## config.mk

```make
export PLATFORM = sky130hd
export DESIGN_NAME = edp_slice_gen
export DESIGN_NICKNAME = d
export VERILOG_FILES = /design/src/rtl/edp_slice_gen.sv
export SDC_FILE = /design/constraint.sdc
export NUM_CORES = 2
export LEC_CHECK = 0
export BUFFER_PORTS_ARGS = -buffer_cell sky130_fd_sc_hd__buf_2
export CAP_MARGIN = 0
export CORE_UTILIZATION = 35
export DETAILED_ROUTE_END_ITERATION = 7
export GPL_TIMING_DRIVEN = 0
export MAX_ROUTING_LAYER = met4
export PLACE_DENSITY = 0.48
export SYNTH_ARGS = -nofsm -noshare
export SYNTH_HDL_FRONTEND = slang
export SYNTH_SLANG_ARGS = --single-unit
export TNS_END_PERCENT = 5
```

## constraint.sdc

```tcl
create_clock -name clk_edp_h -period 6 [get_ports clk_edp_h]
set_input_delay 0.3 -clock clk_edp_h [delete_from_list [all_inputs] [get_ports clk_edp_h]]
set_output_delay 0.3 -clock clk_edp_h [all_outputs]
set_load 0.1 [all_outputs]
```

## src/rtl/edp_slice_gen.sv

```systemverilog
// One EBOX data-path slice: AR/ARX/BR/BRX/MQ registers, AD adder with group carry,
// fast-memory bank with odd parity and a sticky parity error, EBUS drive and diag read.
module edp_slice_gen #(
  parameter int unsigned WIDTH     = 6,
  parameter int unsigned FM_BLOCKS = 8,
  parameter int unsigned TOP_SLICE = 0
) (
  input  logic                 clk_edp_h,
  input  logic                 reset_l,
  input  logic [2:0]           ar_sel,
  input  logic [1:0]           arx_sel,
  input  logic                 br_load_h,
  input  logic                 brx_load_h,
  input  logic [1:0]           mq_sel,
  input  logic                 mq_in_h,
  input  logic                 ar_shin_h,
  input  logic [1:0]           ada_sel,
  input  logic [1:0]           adb_sel,
  input  logic                 ada_dis_h,
  input  logic [2:0]           ad_op,
  input  logic                 ad_cry_in_h,
  input  logic [WIDTH-1:0]     sh_h,
  input  logic [WIDTH-1:0]     cache_data_h,
  input  logic [WIDTH-1:0]     vma_pc_h,
  input  logic [((FM_BLOCKS > 1) ? $clog2(FM_BLOCKS) : 1)-1:0] fm_block,
  input  logic [3:0]           fm_adr,
  input  logic                 fm_write_h,
  input  logic                 fm_par_inv_h,
  input  logic                 fm_chk_en_h,
  input  logic                 fm_par_clr_h,
  input  logic                 ad_to_ebus_h,
  input  logic                 diag_read_h,
  input  logic [2:0]           diag_sel,
  output logic [WIDTH-1:0]     ar_h,
  output logic [WIDTH-1:0]     arx_h,
  output logic [WIDTH-1:0]     br_h,
  output logic [WIDTH-1:0]     brx_h,
  output logic [WIDTH-1:0]     mq_h,
  output logic [WIDTH-1:0]     ad_h,
  output logic                 ad_cry_out_h,
  output logic                 ad_cg_h,
  output logic                 ad_cp_h,
  output logic                 ad_zero_l,
  output logic                 ad_overflow_h,
  output logic [WIDTH-1:0]     ebus_d_h,
  output logic                 fm_parity_h,
  output logic                 fm_par_err_h
);

  localparam int unsigned FM_BW    = (FM_BLOCKS > 1) ? $clog2(FM_BLOCKS) : 1;
  localparam int unsigned FM_AW    = FM_BW + 4;
  localparam int unsigned FM_WORDS = FM_BLOCKS * 16;

  logic [WIDTH-1:0] r_ar, r_arx, r_br, r_brx, r_mq;
  logic [WIDTH-1:0] r_fm_rd;
  logic             r_fm_rd_p;
  logic             r_par_err;
  logic [WIDTH-1:0] r_fm_data [FM_WORDS];
  logic             r_fm_par  [FM_WORDS];

  logic [WIDTH-1:0] w_ada, w_adb, w_bx, w_ad, w_diag;
  logic [WIDTH:0]   w_sum, w_gsum;
  logic             w_arith, w_cin_msb;
  logic [FM_AW-1:0] w_fm_addr;

  assign w_fm_addr = {fm_block, fm_adr};

  // Adder operand selection; B is inverted for the subtract-style op
  always_comb begin
    w_ada = '0;
    w_adb = '0;
    case (ada_sel)
      2'd0:    w_ada = r_ar;
      2'd1:    w_ada = r_arx;
      2'd2:    w_ada = r_mq;
      default: w_ada = vma_pc_h;
    endcase
    if (ada_dis_h) w_ada = '0;
    case (adb_sel)
      2'd0:    w_adb = r_br;
      2'd1:    w_adb = r_brx;
      2'd2:    w_adb = {r_ar[WIDTH-2:0], ar_shin_h};
      default: w_adb = r_fm_rd;
    endcase
  end

  assign w_bx    = (ad_op == 3'd1) ? ~w_adb : w_adb;
  assign w_arith = (ad_op == 3'd0) || (ad_op == 3'd1);
  assign w_sum   = {1'b0, w_ada} + {1'b0, w_bx} + (WIDTH+1)'(ad_cry_in_h);
  assign w_gsum  = {1'b0, w_ada} + {1'b0, w_bx};
  assign w_cin_msb = w_ada[WIDTH-1] ^ w_bx[WIDTH-1] ^ w_sum[WIDTH-1];

  always_comb begin
    w_ad = '0;
    case (ad_op)
      3'd0, 3'd1: w_ad = w_sum[WIDTH-1:0];
      3'd2:       w_ad = w_ada & w_adb;
      3'd3:       w_ad = w_ada | w_adb;
      3'd4:       w_ad = w_ada ^ w_adb;
      3'd5:       w_ad = ~w_ada;
      3'd6:       w_ad = w_ada;
      default:    w_ad = w_adb;
    endcase
  end

  assign ad_h          = w_ad;
  assign ad_cry_out_h  = w_arith & w_sum[WIDTH];
  assign ad_cg_h       = w_arith & w_gsum[WIDTH];
  assign ad_cp_h       = w_arith & (&(w_ada ^ w_bx));
  assign ad_zero_l     = |w_ad;
  assign ad_overflow_h = (TOP_SLICE != 32'd0) & w_arith & (w_cin_msb ^ w_sum[WIDTH]);

  // Data-path registers; every source samples pre-edge values
  always_ff @(posedge clk_edp_h or negedge reset_l) begin
    if (!reset_l) begin
      r_ar  <= '0;
      r_arx <= '0;
      r_br  <= '0;
      r_brx <= '0;
      r_mq  <= '0;
    end else begin
      case (ar_sel)
        3'd0:    r_ar <= r_ar;
        3'd1:    r_ar <= w_ad;
        3'd2:    r_ar <= sh_h;
        3'd3:    r_ar <= cache_data_h;
        3'd4:    r_ar <= r_fm_rd;
        3'd5:    r_ar <= vma_pc_h;
        3'd6:    r_ar <= '0;
        default: r_ar <= {w_ad[WIDTH-2:0], ar_shin_h};
      endcase
      case (arx_sel)
        2'd0:    r_arx <= r_arx;
        2'd1:    r_arx <= w_ad;
        2'd2:    r_arx <= r_mq;
        default: r_arx <= cache_data_h;
      endcase
      if (br_load_h)  r_br  <= r_ar;
      if (brx_load_h) r_brx <= r_arx;
      case (mq_sel)
        2'd0:    r_mq <= r_mq;
        2'd1:    r_mq <= {mq_in_h, r_mq[WIDTH-1:1]};
        2'd2:    r_mq <= {r_mq[WIDTH-2:0], mq_in_h};
        default: r_mq <= w_ad;
      endcase
    end
  end

  // FM array: words reset to zero with good (odd) parity
  always_ff @(posedge clk_edp_h or negedge reset_l) begin
    if (!reset_l) begin
      for (int i = 0; i < int'(FM_WORDS); i++) begin
        r_fm_data[i] <= '0;
        r_fm_par[i]  <= 1'b1;
      end
    end else if (fm_write_h) begin
      r_fm_data[w_fm_addr] <= r_ar;
      r_fm_par[w_fm_addr]  <= ~(^r_ar) ^ fm_par_inv_h;
    end
  end

  // Synchronous read register (read-before-write) and sticky parity error
  always_ff @(posedge clk_edp_h or negedge reset_l) begin
    if (!reset_l) begin
      r_fm_rd   <= '0;
      r_fm_rd_p <= 1'b1;
      r_par_err <= 1'b0;
    end else begin
      r_fm_rd   <= r_fm_data[w_fm_addr];
      r_fm_rd_p <= r_fm_par[w_fm_addr];
      if (fm_chk_en_h && !(^{r_fm_rd, r_fm_rd_p})) r_par_err <= 1'b1;
      else if (fm_par_clr_h)                        r_par_err <= 1'b0;
    end
  end

  always_comb begin
    w_diag = '0;
    case (diag_sel)
      3'd0:    w_diag = r_ar;
      3'd1:    w_diag = r_arx;
      3'd2:    w_diag = r_br;
      3'd3:    w_diag = r_brx;
      3'd4:    w_diag = r_mq;
      3'd5:    w_diag = r_fm_rd;
      default: w_diag = '0;
    endcase
  end

  assign ebus_d_h     = ad_to_ebus_h ? w_ad : (diag_read_h ? w_diag : '0);
  assign ar_h         = r_ar;
  assign arx_h        = r_arx;
  assign br_h         = r_br;
  assign brx_h        = r_brx;
  assign mq_h         = r_mq;
  assign fm_parity_h  = r_fm_rd_p;
  assign fm_par_err_h = r_par_err;

endmodule
```

==> reports/qor.csv <==
metric,value,unit
CTS sink cnt,934,
WL per Instance,37.9,um
Max clock buf depth,3,
DR DRC count,0,
area occupied by multi-input gates,20000,sq um
crit path time final,5.57,ns
P&R area growth vs syn,14.8,%
Slew Limit Headroom,-8.38,%
Final Hold Fails,0,
GRT Total Usage,33.2,%
WP data required,5.70,ns
pwr/cell area,348,nW/um^2
Placed Cells,5346,
worst vdd ir,0.000255,V
slowest CP cell,dfrtp_1,
LEAKAGE,0.0236,uW
cells along the critical path,"mux4_2, nand2b_1, inv_1, ha_1, inv_1, fa_1, xnor2_1, nand3_1, mux2i_1, xnor2_1, o221ai_2, or4_1, or3_1, buf_2",
clock root buffer,clkbuf_16,
post-synthesis sequential area ratio,52.4,%
Starting Density,35.2,%
CTS resizes,0,
r2r setup slk,1.96,ns
PortBufs,91,
final setup vio count,0,
Main synth FF type,dfrtp_1,
CTS tree,built,
Post-synth ARST share,100,%
Bufs and invs on worst path,3,
CP Capture Type,output pin,
total CTS buffers,108,
Vias/cell,6.10,
total wire length,211000,um
RSZ-0062 raised after global routing,no,
failing checks,"capacitance limit, slew limit",
fill cell count,12300,
Crit path largest cell delay,0.70,ns
Setup Crit Path Kind,register to output pin,
initial antenna violation count,12,
run status,finished with violations,
io pins,105,
min-delay worst type,input pin to register,
first-pass GRT wire length,287000,um
GR Overflow Total,0,
vias in the first global route,33100,
post-route ant nets,0,
DIE WIDTH,360,um
Yosys warnings,0,
number of enable flip-flop cells after synthesis,0,
critical path's top delay family,simple AND/OR/NAND/NOR gates,
Worst-path clk slew,0.06,ns
period utilization,92.8,%
skew final,0.0192,ns
core footprint,128000,sq um
clock latency on the worst-skew pair,0.74,ns
Finished Layout Cells,5569,
CTS H-tree depth,3,
Achievable Freq,180,MHz
DP HPWL,143000,um
GP Congestion,1.02,
synth unique cells,74,
proportion of layout cells with a drive suffix above 1,37.6,%
Seq cells post-synth,934,
CP startpoint kind,register,
CP arrival,5.27,ns
Syn Area/Cell,12.6,sq um
largest net degree at the start of global routing,113,
worst r2r src,ar_h[0],
FP Rows,131,
nets,3889,
"most common cell after layout, fill and taps aside",mux2_2,
die area,130000,sq um
Max Cap Viol,4,
total power,18000,uW
crit path launch,ar_h[0],
DRT Pass-1 Iters,7,
hold_sp,br_load_h,
postcts setup bufs,0,
fin. max-slew vios,33,
Slew @ Worst Pin,1.63,ns
Syn Inst Count,3578,
Synth Net Count,3661,
vias,34000,
Iteration-0 DRC Markers,3873,
mapped cell area,44900,sq um
most frequent cells in the layout,"mux2_2, dfrtp_1, nand2_1, nor2_1, clkbuf_1",
Reg area,23500,sq um
Setup TNS Final,0,ns
die height,360,um
Worst Path Max Fanout,9,
## stage by stage
step | hold slack [ns] | setup WS [ns] | cell area, sq um | util [%]
global placement | 0.464 | -17.06 | 47500 | 37.2
CTS | 0.00995 | 0.125 | 51600 | 40.4
detailed placement | 0.270 | 0.287 | 47900 | 37.6
floorplan | 0.00441 | 0.0411 | 44900 | -
global route | 0.0646 | 0.111 | 51600 | 40.5
finish | 0.0398 | 0.433 | 51600 | 40.5
## sequential cells by signal (all words and copies together) (netlist names)
name / flops
arx_h: 6
brx_h: 6
br_h: 6
ar_h: 6
r_fm_data: 768
fm_parity_h: 1
mq_h: 6
r_fm_par: 128
r_fm_rd: 6
fm_par_err_h: 1
## synthesized netlist by cell type, drive strengths merged (3+ instances only)
cell type    n  area share, %
mux2       854             21
dfrtp      805             45
nand2      280            2.3
nor2       216            1.9
clkbuf     168            1.4
o21ai      161            1.8
a21oi      129            1.4
dfstp      129            7.5
a221oi     125            2.5
mux2i      102            2.3
buf        101            1.4
mux4        83            4.2
a22oi       45           0.75
nand3       37           0.41
inv         33           0.28
o22ai       33           0.46
ha          26           0.72
a22o        25           0.49
a221o       22           0.49
xnor2       21           0.41
nor3        19           0.27
nand2b      16           0.22
o221ai      16           0.33
nor2b       15           0.21
o211ai      15           0.25
and2         9           0.13
and3         7          0.097
or4          7           0.12
a2111oi      6           0.12
nand4        6          0.084
xor2         6           0.12
o31ai        5          0.084
a211oi       4          0.067
a31oi        4          0.056
nand3b       4          0.067
o2111ai      4          0.078
or3          4          0.056
a32oi        3          0.058
and2b        3          0.050
o21a         3          0.050
## path summary, 6_finish.rpt
check	end	cells past startpoint
setup / recovery	ad_zero_l	14
hold / removal	br_h[4]	2
setup reg to reg	arx_h[2]	13
hold reg to reg	r_fm_par[45]	2
max in group asynchronous	r_fm_par[58]	6
min in group asynchronous	mq_h[3]	2
## routing by layer
metal / vias up / part of all wire [%] / global-route usage (%)
met2: 1718 / 44 / 49.0
met4: 0 / 5.7 / 17.0
li1: 13700 / - / -
met3: 443 / 7.9 / 6.11
met1: 18100 / 42 / 43.6
met5: - / 0 / -
## cell families (layout without fill, tap and decap cells)
kind of cell             after synthesis  count (layout)  share of synthesized area, %
AO/OA/AOI/OAI                        620             620                          9.36
XOR/XNOR                              27              27                         0.526
adder cells (fa/ha/maj)               27              27                         0.768
buffers and inverters                302             621                          3.09
flip-flops                           934             934                          52.4
multiplexers                        1039            1039                          27.9
other                                  1              11                       0.00835
AND/OR/NAND/NOR                      628             628                          6.02
## report_power, final
group / leakage, uW / switching, uW / internal [uW] / total, uW
registers: 0.0123 / 388 / 7040 / 7430
logic: 0.00946 / 2750 / 1020 / 3770
clock network: 0.00176 / 2840 / 3940 / 6780
## layout make-up
cell class / count / share of cell area [%]
antenna: 10 / 0.0485
buffer: 268 / 2.48
clock buffer: 166 / 6.25
clock inverter: 35 / 0.659
inverter: 33 / 0.240
multi-input combinational: 2342 / 38.8
sequential: 934 / 45.6
tap: 1662 / 4.03
timing repair buffer: 119 / 1.88
## what timing repair did
item | in CTS | in global routing
hold buffers | 11 | 0
endpoints found under the setup margin | 0 | 1
hold endpoints to repair | 130 | 0
Note: power is estimated with default switching activity, not from simulation.
